`src/rtl/age_matrix_pkg.sv`:
```
// Shared helpers for the age-matrix arbiter family: index-width calculation
// and one-hot to binary encoding. Matrix row types depend on WIDTH and are
// therefore declared locally in each module.
package age_matrix_pkg;

   // Widest vector the encoder below accepts.
   localparam int MAX_WIDTH = 64;

   // Index width for n entries; never less than one bit.
   function automatic int idx_w(input int n);
      return (n > 1) ? $clog2(n) : 1;
   endfunction

   // OR-encodes a one-hot vector. A zero vector encodes to 0.
   function automatic int unsigned onehot_to_idx(input logic [MAX_WIDTH-1:0] vec);
      int unsigned idx;
      idx = 0;
      for (int i = 0; i < MAX_WIDTH; i++) begin
         if (vec[i]) idx = idx | unsigned'(i);
      end
      return idx;
   endfunction

endpackage

```
`src/rtl/age_matrix_mp_if.sv`:
```
// Handshake bundle between an entry table and its oldest-first arbiter.
// master drives allocation/deallocation/requests; slave is the arbiter.
interface age_matrix_mp_if
   import age_matrix_pkg::*;
#(
   parameter int WIDTH       = 8,
   parameter int ALLOC_PORTS = 2
) ();
   localparam int IDX_W = idx_w(WIDTH);

   logic [ALLOC_PORTS-1:0]       alloc_vld;
   logic [ALLOC_PORTS*IDX_W-1:0] alloc_idx;
   logic [WIDTH-1:0]             dealloc_vec;
   logic [WIDTH-1:0]             req_vec;
   logic [WIDTH-1:0]             entry_vld;
   logic [WIDTH-1:0]             gnt_vec;
   logic                         gnt_vld;
   logic [IDX_W-1:0]             gnt_idx;
   logic                         alloc_err;

   modport master (
      output alloc_vld, alloc_idx, dealloc_vec, req_vec,
      input  entry_vld, gnt_vec, gnt_vld, gnt_idx, alloc_err
   );

   modport slave (
      input  alloc_vld, alloc_idx, dealloc_vec, req_vec,
      output entry_vld, gnt_vec, gnt_vld, gnt_idx, alloc_err
   );
endinterface

```
`src/rtl/age_matrix_oldest.sv`:
```
// Combinational oldest-candidate picker. older is a full WIDTH x WIDTH
// matrix, row i at [i*WIDTH +: WIDTH], bit j set when i is older than j.
// A candidate wins when it is older than every other candidate.
module age_matrix_oldest #(
   parameter int WIDTH = 8
) (
   input  logic [WIDTH-1:0]       cand,
   input  logic [WIDTH*WIDTH-1:0] older,
   output logic [WIDTH-1:0]       gnt
);

   // Per-row AND over all competing candidates; own column is masked out.
   always_comb begin
      // NOTE: default every combinational output first so no path infers a latch.
      gnt = '0;
      for (int i = 0; i < WIDTH; i++) begin
         gnt[i] = cand[i] & (&(older[i*WIDTH +: WIDTH] | ~cand | (WIDTH'(1) << i)));
      end
   end

endmodule

```
`src/rtl/age_matrix_mp.sv`:
```
// Multi-port age matrix: tracks allocation order of WIDTH entries with
// ALLOC_PORTS allocations per cycle and grants the oldest valid requester.
// Optional build macro: AGE_MATRIX_GNT_REG_EN registers the grant outputs
// (one cycle latency, grant dropped if its entry is freed that cycle).
module age_matrix_mp
   import age_matrix_pkg::*;
#(
   parameter int WIDTH       = 8,
   parameter int ALLOC_PORTS = 2
) (
   input logic            clk,
   input logic            rst,
   age_matrix_mp_if.slave bus
);

   localparam int IDX_W  = idx_w(WIDTH);
   localparam int NPAIR  = WIDTH * (WIDTH - 1) / 2;
   localparam int RANK_W = idx_w(ALLOC_PORTS);

   // Upper-triangle storage: one bit per unordered pair (i<j), "i older than j".
   function automatic int pair(input int i, input int j);
      return i * WIDTH - (i * (i + 1)) / 2 + (j - i - 1);
   endfunction

   logic [WIDTH-1:0]       valid_q, valid_d;
   logic [NPAIR-1:0]       older_q, older_d;
   logic                   alloc_err_q;
   logic [WIDTH-1:0]       alloc_hit;
   logic [RANK_W-1:0]      alloc_rank [WIDTH];
   logic                   dup_err;
   logic                   realloc_err;
   logic [WIDTH*WIDTH-1:0] older_full;
   logic [WIDTH-1:0]       gnt_comb;

   // Per-entry allocation decode; the lowest port naming an entry sets its rank.
   always_comb begin
      alloc_hit = '0;
      dup_err   = 1'b0;
      for (int e = 0; e < WIDTH; e++) alloc_rank[e] = '0;
      for (int p = ALLOC_PORTS - 1; p >= 0; p--) begin
         for (int e = 0; e < WIDTH; e++) begin
            if (bus.alloc_vld[p] && bus.alloc_idx[p*IDX_W +: IDX_W] == IDX_W'(e)) begin
               alloc_hit[e]  = 1'b1;
               alloc_rank[e] = RANK_W'(p);
            end
         end
      end
      for (int p = 0; p < ALLOC_PORTS; p++) begin
         for (int q = p + 1; q < ALLOC_PORTS; q++) begin
            if (bus.alloc_vld[p] && bus.alloc_vld[q] &&
                bus.alloc_idx[p*IDX_W +: IDX_W] == bus.alloc_idx[q*IDX_W +: IDX_W])
               dup_err = 1'b1;
         end
      end
   end

   // Allocating a live entry that is not being freed is a protocol error.
   assign realloc_err = |(alloc_hit & valid_q & ~bus.dealloc_vec);
   // Alloc wins over a same-cycle dealloc of the same entry.
   assign valid_d     = (valid_q & ~bus.dealloc_vec) | alloc_hit;

   // New allocations become younger than all others; among themselves, port order.
   always_comb begin
      older_d = older_q;
      for (int i = 0; i < WIDTH; i++) begin
         for (int j = i + 1; j < WIDTH; j++) begin
            if (alloc_hit[i] && alloc_hit[j])
               older_d[pair(i, j)] = (alloc_rank[i] < alloc_rank[j]);
            else if (alloc_hit[i])
               older_d[pair(i, j)] = 1'b0;
            else if (alloc_hit[j])
               older_d[pair(i, j)] = 1'b1;
         end
      end
   end

   // State registers; alloc_err is sticky until reset.
   always_ff @(posedge clk or posedge rst) begin
      if (rst) begin
         valid_q     <= '0;
         // NOTE: the matrix is reset too so the array never holds X in simulation.
         older_q     <= '0;
         alloc_err_q <= 1'b0;
      end else begin
         // NOTE: non-blocking assignments keep all registers updating from pre-edge values.
         valid_q <= valid_d;
         older_q <= older_d;
         if (dup_err || realloc_err) alloc_err_q <= 1'b1;
      end
   end

   // Expand the triangle into a full antisymmetric matrix with a zero diagonal.
   always_comb begin
      older_full = '0;
      for (int i = 0; i < WIDTH; i++) begin
         for (int j = 0; j < WIDTH; j++) begin
            if (i < j)      older_full[i*WIDTH + j] = older_q[pair(i, j)];
            else if (i > j) older_full[i*WIDTH + j] = ~older_q[pair(j, i)];
         end
      end
   end

   age_matrix_oldest #(.WIDTH(WIDTH)) u_oldest (
      .cand  (bus.req_vec & valid_q),
      .older (older_full),
      .gnt   (gnt_comb)
   );

   assign bus.entry_vld = valid_q;
   assign bus.alloc_err = alloc_err_q;

`ifdef AGE_MATRIX_GNT_REG_EN
   logic [WIDTH-1:0] gnt_q;
   logic             gnt_vld_q;
   logic [IDX_W-1:0] gnt_idx_q;
   logic [WIDTH-1:0] gnt_keep;

   assign gnt_keep = gnt_comb & ~bus.dealloc_vec;

   // Registered grant; an entry freed this cycle is not granted.
   always_ff @(posedge clk or posedge rst) begin
      if (rst) begin
         gnt_q     <= '0;
         gnt_vld_q <= 1'b0;
         gnt_idx_q <= '0;
      end else begin
         gnt_q     <= gnt_keep;
         gnt_vld_q <= |gnt_keep;
         gnt_idx_q <= IDX_W'(onehot_to_idx(MAX_WIDTH'(gnt_keep)));
      end
   end

   assign bus.gnt_vec = gnt_q;
   assign bus.gnt_vld = gnt_vld_q;
   assign bus.gnt_idx = gnt_idx_q;
`else
   assign bus.gnt_vec = gnt_comb;
   assign bus.gnt_vld = |gnt_comb;
   assign bus.gnt_idx = IDX_W'(onehot_to_idx(MAX_WIDTH'(gnt_comb)));
`endif

endmodule

```
`src/flat_wrapper.sv`:
```
// flat-port wrapper written by rule: the top's interface ports become plain ports
module age_matrix_mp_flat import age_matrix_pkg::*;
#(
   parameter int WIDTH       = 8,
   parameter int ALLOC_PORTS = 2
)
  (clk, rst, bus_alloc_vld, bus_alloc_idx, bus_dealloc_vec, bus_req_vec, bus_entry_vld, bus_gnt_vec, bus_gnt_vld, bus_gnt_idx, bus_alloc_err);
  age_matrix_mp_if #(.WIDTH(WIDTH), .ALLOC_PORTS(ALLOC_PORTS)) bus_i ();
  input logic clk;
  input logic rst;
  input wire logic [$bits(bus_i.alloc_vld)-1:0] bus_alloc_vld;
  input wire logic [$bits(bus_i.alloc_idx)-1:0] bus_alloc_idx;
  input wire logic [$bits(bus_i.dealloc_vec)-1:0] bus_dealloc_vec;
  input wire logic [$bits(bus_i.req_vec)-1:0] bus_req_vec;
  output wire logic [$bits(bus_i.entry_vld)-1:0] bus_entry_vld;
  output wire logic [$bits(bus_i.gnt_vec)-1:0] bus_gnt_vec;
  output wire logic [$bits(bus_i.gnt_vld)-1:0] bus_gnt_vld;
  output wire logic [$bits(bus_i.gnt_idx)-1:0] bus_gnt_idx;
  output wire logic [$bits(bus_i.alloc_err)-1:0] bus_alloc_err;
  assign bus_i.alloc_vld = bus_alloc_vld;
  assign bus_i.alloc_idx = bus_alloc_idx;
  assign bus_i.dealloc_vec = bus_dealloc_vec;
  assign bus_i.req_vec = bus_req_vec;
  assign bus_entry_vld = bus_i.entry_vld;
  assign bus_gnt_vec = bus_i.gnt_vec;
  assign bus_gnt_vld = bus_i.gnt_vld;
  assign bus_gnt_idx = bus_i.gnt_idx;
  assign bus_alloc_err = bus_i.alloc_err;
  age_matrix_mp #(.WIDTH(WIDTH), .ALLOC_PORTS(ALLOC_PORTS)) u_core (.clk(clk), .rst(rst), .bus(bus_i));
endmodule
```
`config.mk`:
```
export PLATFORM = sky130hd
export DESIGN_NAME = age_matrix_mp_flat
export DESIGN_NICKNAME = d
export VERILOG_FILES = /design/src/rtl/age_matrix_pkg.sv /design/src/rtl/age_matrix_mp_if.sv /design/src/rtl/age_matrix_oldest.sv /design/src/rtl/age_matrix_mp.sv /design/src/flat_wrapper.sv
export SDC_FILE = /design/constraint.sdc
export NUM_CORES = 1
export LEC_CHECK = 0
export ABC_AREA = 1
export CORE_ASPECT_RATIO = 0.5
export CORE_MARGIN = 1
export CORE_UTILIZATION = 46
export DETAILED_ROUTE_END_ITERATION = 16
export PLACE_DENSITY = 0.72
export SLEW_MARGIN = 0
export SYNTH_ARGS = -nofsm -noshare
export SYNTH_HDL_FRONTEND = slang
export SYNTH_SLANG_ARGS = --single-unit
```
`constraint.sdc`:
```
create_clock -name clk -period 1.3 [get_ports clk]
set_input_delay 0.195 -clock clk [delete_from_list [all_inputs] [get_ports clk]]
set_output_delay 0.195 -clock clk [all_outputs]
set_load 0.02 [all_outputs]
```
==> summary.md, run 1 <==
| Metric | Value |
|---|---|
| Status | finished, violations left |
| Failing checks | setup timing |
| Cell Pwr Density | about 1000 mW/mm² |
| Clock Latency Late Sink | 290 ps |
| Syn_area_per_cell | 6.293 µm² |
| Hold Buf Count CTS | 0 |
| Max frequency | ~560 MHz |
| Critical-path top delay cell | dfrtp_2 |
| Total grt overflow | 0 |
| Worst R2R Path Depth | 8 |
| Area delta synth->final | 51.46% |
| Area of the mapped netlist | 0.002536 mm² |
| Share of layout cells above drive strength 1 | 0.3498 |
| CTS max path bufs | 2 |
| Crit-path max cell delay | 450 ps |
| Seq cells post-synth | 37 |
| Synth area leaders | dfrtp_1, nand2_1, nand3_1 |
| Number of remaining DRC errors | 0 |
| Syn nets | 429 |
| WS Path Type | reg -> out |
| Worst r2r dst | u_core.bus.alloc_err$_DFFE_PP0P_ |
| Remaining antenna violation count | 0 |
| Proportion of netlist area held by the largest area contributor | 0.3651 |
| Number of flops mapped to enable cells by yosys | 0 |
| I/O pin count | 47 |
| Max_slew headroom | 0.6791 |
| R2R Path Start | u_core.bus.entry_vld[5]$_DFF_PP0_ |
| Crit-path cells | buf_6, nand3_2, nand2_2, nor2_1, nand2_1, nand2_1, nor2_2, nand2_2, buf_6 |
| R2R setup slack | 70 ps |
| Drt total wl | around 9400 µm |
| Die H | approximately 55 µm |
| Sink Count | 37 |
| Max-slew violations | 0 |
| Slack of the critical path | -478.3 ps |
| Distinct cells, synth | 18 |
| Main synth FF type | dfrtp_1 |
| Wirelength per Cell | 16.33 µm |
| Synth cell count leaders | nand2_1, inv_1, nand3_1, nor2_1, dfrtp_1 |
| Drt pass-1 iters | 5 |
| RSZ-0062 raised after global routing | yes |
| Die area | roughly 0.006 mm² |
| Initial antenna violation count | 0 |
| Die Wd | 107.0 µm |
| Rows | 18 |
| Setup violators final | 14 |
| Starting density of the core | 0.4961 |
| DP Area | around 0.0034 mm² |
| Vias | 3,046 |
| Top-count cell post-synth | nand2_1 |
| Stages on worst setup path | 9 |
| Seq/Total Area, Yosys | 0.3651 |
| Vias per cell | 5.288 |
| H-tree Lvls | 2 |
| Worst Skew | 2.575 ps |
| Hold crit path type | in -> async |
| Hold Fails Final Rpt | 0 |
| Final Instance Area | 0.003841 mm² |
| Synth warnings | 0 |
| Detailed Place HPWL | 6433 µm |
| CP endpoint kind | primary output |
| Number of diodes | 0 |
| CP delay by family, top | simple AND/OR/NAND/NOR gates |
| Number of global-route vias before repair | 2,573 |
| WP data arrival | 1580 ps |
| Post-synthesis async set-or-reset flop share | 1.000 |
| First-pass GRT wire length | between 10,000 and 15,000 µm |
| Slew at the pin closest to its max-slew limit | 481.4 ps |
| Gr usage total | 0.3129 |
| Routability congestion estimate from global placement | 0.8891 |
| Core area | 0.005112 mm² |
| Lkg Pwr | 2.116 nW |
| Tcrit/Tclk final | 1.368 |
| Clk root buf | clkbuf_8 |
| Port bufs | 46 |
| Pre-CTS setup slack | -948.6 ps |
| Final-stage net count | about 530 |
| Clock slew at the register clock pins of the worst setup and hold paths | 70 ps |
| Total CTS buffers | 5 |
| Worst VDD drop | 614.6 µV |
| DR iter-0 viols | ~270 |
| Crit-path max FO | 5 |
| WP data required | 1110 ps |
| Max_cap viols | 0 |
| CTS tree | yes |
| Dominant cell type by area after synthesis | dfrtp_1 |
| CP Launch Type | flop |
| Post-Synthesis Cells | 403 |
| Period minus WS final | 1778 ps |
| Largest net degree at the start of global routing | 38 |
| Crit path buffers/inverters | 2 |
==> how the worst max path moves through the flow <==
stage,to,from,slack (ps)
finish,bus_gnt_vld,u_core.bus.entry_vld[5]$_DFF_PP0_,-480
global route,bus_gnt_vld,u_core.bus.entry_vld[5]$_DFF_PP0_,-550
CTS,bus_gnt_vld,u_core.bus.entry_vld[5]$_DFF_PP0_,-430
detailed placement,bus_gnt_vld,bus_req_vec[5],-950
global placement,bus_gnt_vld,bus_req_vec[5],-950
floorplan,bus_gnt_vld,u_core.bus.entry_vld[7]$_DFF_PP0_,-20
==> flip-flops by register name, indices dropped and copies added, names as in the netlist <==
signal                flops
u_core.bus.entry_vld      8
u_core.older_q           28
u_core.bus.alloc_err      1
==> tightest hold or removal path, stage by stage <==
cell             delay, ps
clkdlybuf4s50_1        400
inv_1                   90
buf_12                 220
==> placed cells by master, fill, tap and decap left out <==
cell type        count
nand3_4              1
a211oi_2             1
nand3_2             13
a21oi_1             11
o31ai_1              1
buf_4               42
clkbuf_1             3
nand2_1             85
o21ai_0             28
dfrtp_1             28
o21ai_1             15
buf_2                2
nand2_2             27
buf_6               35
dfrtp_2              9
nand3_1             43
clkbuf_8             5
inv_1               57
clkdlybuf4s50_1     10
dlymetal6s2s_1       3
nor2_1              29
nand2_4              4
dlygate4sd2_1       13
nor2_4               2
a21boi_1             1
nand4_1              2
inv_2               21
nor2_2              12
buf_12               3
==> metal layers <==
layer,GRT usage,vias up,part of all wire
li1,-,1456,-
met1,0.4364,1401,0.43
met2,0.4763,167,0.44
met3,0.08452,22,0.10
met4,0.1005,0,0.021
met5,0,-,0
==> cell families (layout without fill, tap and decap cells) <==
group / Yosys count / count (layout) / share of synthesized area
buffers and inverters: 91 / 194 / 0.1411
and+or+nand+nor: 218 / 218 / 0.3764
DFF: 37 / 37 / 0.3651
AOI/OAI and AO/OA: 57 / 57 / 0.1174
==> repair_timing <==
action	CTS	global route
pin swaps	17	34
gates resized for setup	130	84
cloned	0	0
endpoints found under the hold margin	0	0
setup buffers	5	16
endpoints found under the setup margin	36	42
==> where the power goes <==
| group | internal, mW | total, mW | switching [mW] | leakage, nW |
|---|---|---|---|---|
| logic | 0.661 | 1.42 | 0.755 | 1.65 |
| clock network | 0.381 | 0.774 | 0.393 | 0.0395 |
| registers | 1.36 | 1.65 | 0.288 | 0.431 |
| total | 2.40 | 3.84 | 1.44 | 2.12 |
==> stage by stage <==
stage | TNS [ps] | total power [mW] | utilization | cells | hold slack, ps
2_1_floorplan | -22.01 | 2.202 | - | 403 | 287.8
3_3_place_gp | -19390 | 2.735 | 0.6625 | 549 | 511.9
3_5_place_dp | -20770 | 2.770 | 0.6625 | 549 | 524.3
4_1_cts | -3633 | 3.538 | 0.6831 | 562 | 271.4
5_1_grt | -5297 | 4.023 | 0.7513 | 576 | 310.8
6_report | -4474 | 3.839 | 0.7513 | 576 | 256.8
==> final cells by class <==
class | count | area [µm²]
Clock buffer | 8 | 80.08
Fill cell | 393 | 1271
Inverter | 78 | 292.8
Multi-Input combinational cell | 275 | 1413
Sequential cell | 37 | 937.1
Tap cell | 70 | 87.58
Timing Repair Buffer | 108 | 1031
Note: power is estimated with default switching activity, not from simulation.
==> inputs of run 2 (changes only) <==
==> constraint.sdc (replaced) <==
create_clock -name clk -period 1.3 [get_ports clk]
set_input_delay 0.195 -clock clk [delete_from_list [all_inputs] [get_ports clk]]
set_output_delay 0.195 -clock clk [all_outputs]
set_load 0.005 [all_outputs]
==> summary.md, run 2 (synthesized netlist as in run 1, its figures left out) <==
| Metric | Value |
|---|---|
| Status | finished, violations left |
| Failing checks | setup timing |
| WP data required | 1110 ps (about the same) |
| R2R Path Start | u_core.bus.entry_vld[0]$_DFF_PP0_ |
| Number of remaining DRC errors | 0 (unchanged) |
| Period minus WS final | 1874 ps (+95.41 ps) |
| Hold Fails Final Rpt | 0 (unchanged) |
| Slew at the pin closest to its max-slew limit | 370.5 ps (-110.8 ps) |
| Starting density of the core | 0.4961 (unchanged) |
| Power, Total | 4.278 mW (+11%) |
| Port bufs | 46 (unchanged) |
| H-tree Lvls | 2 (unchanged) |
| Number of diodes | 0 (unchanged) |
| Critical Path Sink | bus_gnt_vld |
| Share of layout cells above drive strength 1 | 0.3883 (+0.03846) |
| Drt pass-1 iters | 5 (unchanged) |
| Total CTS buffers | 5 (unchanged) |
| Remaining antenna violation count | 0 (unchanged) |
| Final Instance Area | 0.004110 mm² (+7.0%) |
| Placed Cells incl. Taps | 557 (+1.5%) |
| CP endpoint kind | primary output |
| Wirelength per Cell | 16.00 µm (-2.0%) |
| Max-slew violations | 0 (unchanged) |
| WS Path Type | reg -> out |
| Largest net degree at the start of global routing | 38 (unchanged) |
| Worst R2R Path Depth | 9 (+1) |
| Finished Layout Cells | 598 (+3.8%) |
| Slack of the critical path | -573.7 ps (-95.41 ps) |
| Clock Latency Late Sink | 290 ps (about the same) |
| R2R setup slack | -40 ps (-110 ps) |
| Met1 Use GR | 0.4458 (+0.009486) |
| Met3 Use GR | 0.07857 (-0.005952) |
| Most common cell after layout, fill and taps aside | nand2_1 |
| Tcrit/Tclk final | 1.441 (+0.07340) |
| Clk root buf | clkbuf_8 |
| Lkg Pwr | 2.277 nW (+7.6%) |
| Worst Skew | 4.781 ps (+2.206 ps) |
| Worst r2r dst | u_core.bus.alloc_err$_DFFE_PP0P_ |
| Drt total wl | 9568 µm (+1.7%) |
| Max frequency | 533.7 MHz (-5.1%) |
| Commonest non-fill, non-tap cells in the layout | nand2_1, inv_1, buf_4, buf_6, nand3_1 |
| Rows | 18 (unchanged) |
| Initial antenna violation count | 0 (unchanged) |
| Reg area | 935.9 µm² (-0.13%) |
| Cell Pwr Density | 1041 mW/mm² (+4.2%) |
| CTS max path bufs | 2 (unchanged) |
| Max_slew headroom | 0.7530 (+0.07387) |
| WP data arrival | 1680 ps (+100 ps) |
| Die area | 0.005833 mm² (unchanged) |
| Hold crit path type | in -> async |
| DR iter-0 viols | 290 (+7.0%) |
| Clock slew at the register clock pins of the worst setup and hold paths | 80 ps (about the same) |
| Busiest layer in global routing | met2 |
| Area delta synth->final | 62.06% |
| Vias per cell | 5.306 (+0.34%) |
| CP startpoint | u_core.bus.entry_vld[6]$_DFF_PP0_ |
| Core area | 0.005112 mm² (unchanged) |
| Max_cap viols | 0 (unchanged) |
| Number of global-route vias before repair | 2,862 (+11%) |
| CP Launch Type | flop |
| Total grt overflow | 0 (unchanged) |
| RSZ-0062 raised after global routing | yes |
| CTS tree | yes |
| Detailed Place HPWL | 6449 µm (+0.25%) |
| Vias | 3,173 (+4.2%) |
| Area of the multi-input gates | 0.001445 mm² (+2.3%) |
| Die H | 54.51 µm (unchanged) |
| Filler Cell Count | 357 (-9.2%) |
| WHS | 253.2 ps (-3.634 ps) |
| Routability congestion estimate from global placement | 0.9841 (+11%) |
| Gr usage total | 0.3424 (+0.02954) |
| Setup violators final | 18 (+4) |
| Sink Count | 37 (unchanged) |
| Crit-path max FO | 4 (-1) |
| Worst VDD drop | 666.9 µV (+8.5%) |
| Met2 Use GR | 0.5774 (+0.1011) |
| I/O pin count | 47 (unchanged) |
| Setup TNS | -5370 ps (-895.9 ps) |
| Top reg by flops | u_core.older_q |
| Max reg flops | 28 (unchanged) |
| DP Area | 0.003427 mm² (+1.2%) |
| First-pass GRT wire length | 14,550 µm (+9.6%) |
| Die Wd | 107.0 µm (unchanged) |
| Final-stage net count | 553 (+4.1%) |
[run 2: changes by cell type in the layout (fill, tap and decap cells not counted), sizes merged]
cell          previous run  this run
buf                     82       104
dlygate4sd2             13        12
bufinv                   0         2
clkinv                   0         1
dlymetal6s2s             3         4
clkbuf                   8         5
[run 2: cell type report]
| cell class | instances | area share |
|---|---|---|
| clock buffer | 5 | 0.01674 |
| clock inverter | 3 | 0.01583 |
| inverter | 78 | 0.07123 |
| multi-input combinational | 275 | 0.3516 |
| sequential | 37 | 0.2277 |
| tap | 70 | 0.02131 |
| timing repair buffer | 130 | 0.2956 |
[run 2: critical path, stage by stage (launching register included)]
cell     delay [ps]
dfrtp_2         470
buf_6           140
nand3_2          50
nand2_1          70
nor2_1          120
nand2_1         100
buf_4           160
nand2_4          70
nor2_4           40
nand2_1          60
buf_2           110
[run 2: metrics by stage]
step | setup slack [ps] | util
after floorplan | 53.09 | -
after global placement | -844.3 | 0.6703
after detailed placement | -833.2 | 0.6703
after CTS | -475.8 | 0.7575
after global routing | -611.3 | 0.8040
final | -573.7 | 0.8040
[run 2: worst min-delay path by stage]
stage / start / cells after the start / endpoint / slack [ps]
detailed placement: u_core.older_q[20]$_DFFE_PP0P_ / 2 / u_core.older_q[20]$_DFFE_PP0P_ / 540
finish: rst / 3 / u_core.older_q[15]$_DFFE_PP0P_ / 250
floorplan: bus_dealloc_vec[0] / 1 / u_core.bus.entry_vld[0]$_DFF_PP0_ / 290
global route: rst / 3 / u_core.older_q[25]$_DFFE_PP0P_ / 290
global placement: u_core.older_q[20]$_DFFE_PP0P_ / 2 / u_core.older_q[20]$_DFFE_PP0P_ / 510
CTS: rst / 3 / u_core.older_q[13]$_DFFE_PP0P_ / 260
[run 2: layer usage]
layer / share of wire / vias to the layer above
met5: 0 / -
met4: 0.021 / 0
met3: 0.091 / 19
met2: 0.46 / 156
met1: 0.43 / 1499
li1: - / 1499
[run 2: repair_timing]
item,CTS,global route
resized for setup,155,62
hold buffers,0,0
pin swaps,33,35
setup buffers,29,11
setup endpoints to repair,29,49
[run 2: where the power goes]
| part | internal [mW] | switching [mW] |
|---|---|---|
| sequential | 1.36 | 0.289 |
| clock | 0.762 | 0.423 |
| combinational | 0.739 | 0.707 |
| total | 2.86 | 1.42 |
==> inputs of run 3 (changes only) <==
--- a/config.mk
+++ b/config.mk
@@ -9,6 +9,7 @@
 export CORE_ASPECT_RATIO = 0.5
 export CORE_MARGIN = 1
 export CORE_UTILIZATION = 46
+export CTS_CLUSTER_SIZE = 10
 export DETAILED_ROUTE_END_ITERATION = 16
 export PLACE_DENSITY = 0.72
 export SLEW_MARGIN = 0
==> results of run 3 <==
The final DEF is identical to that of run 2; final timing and power are the same.
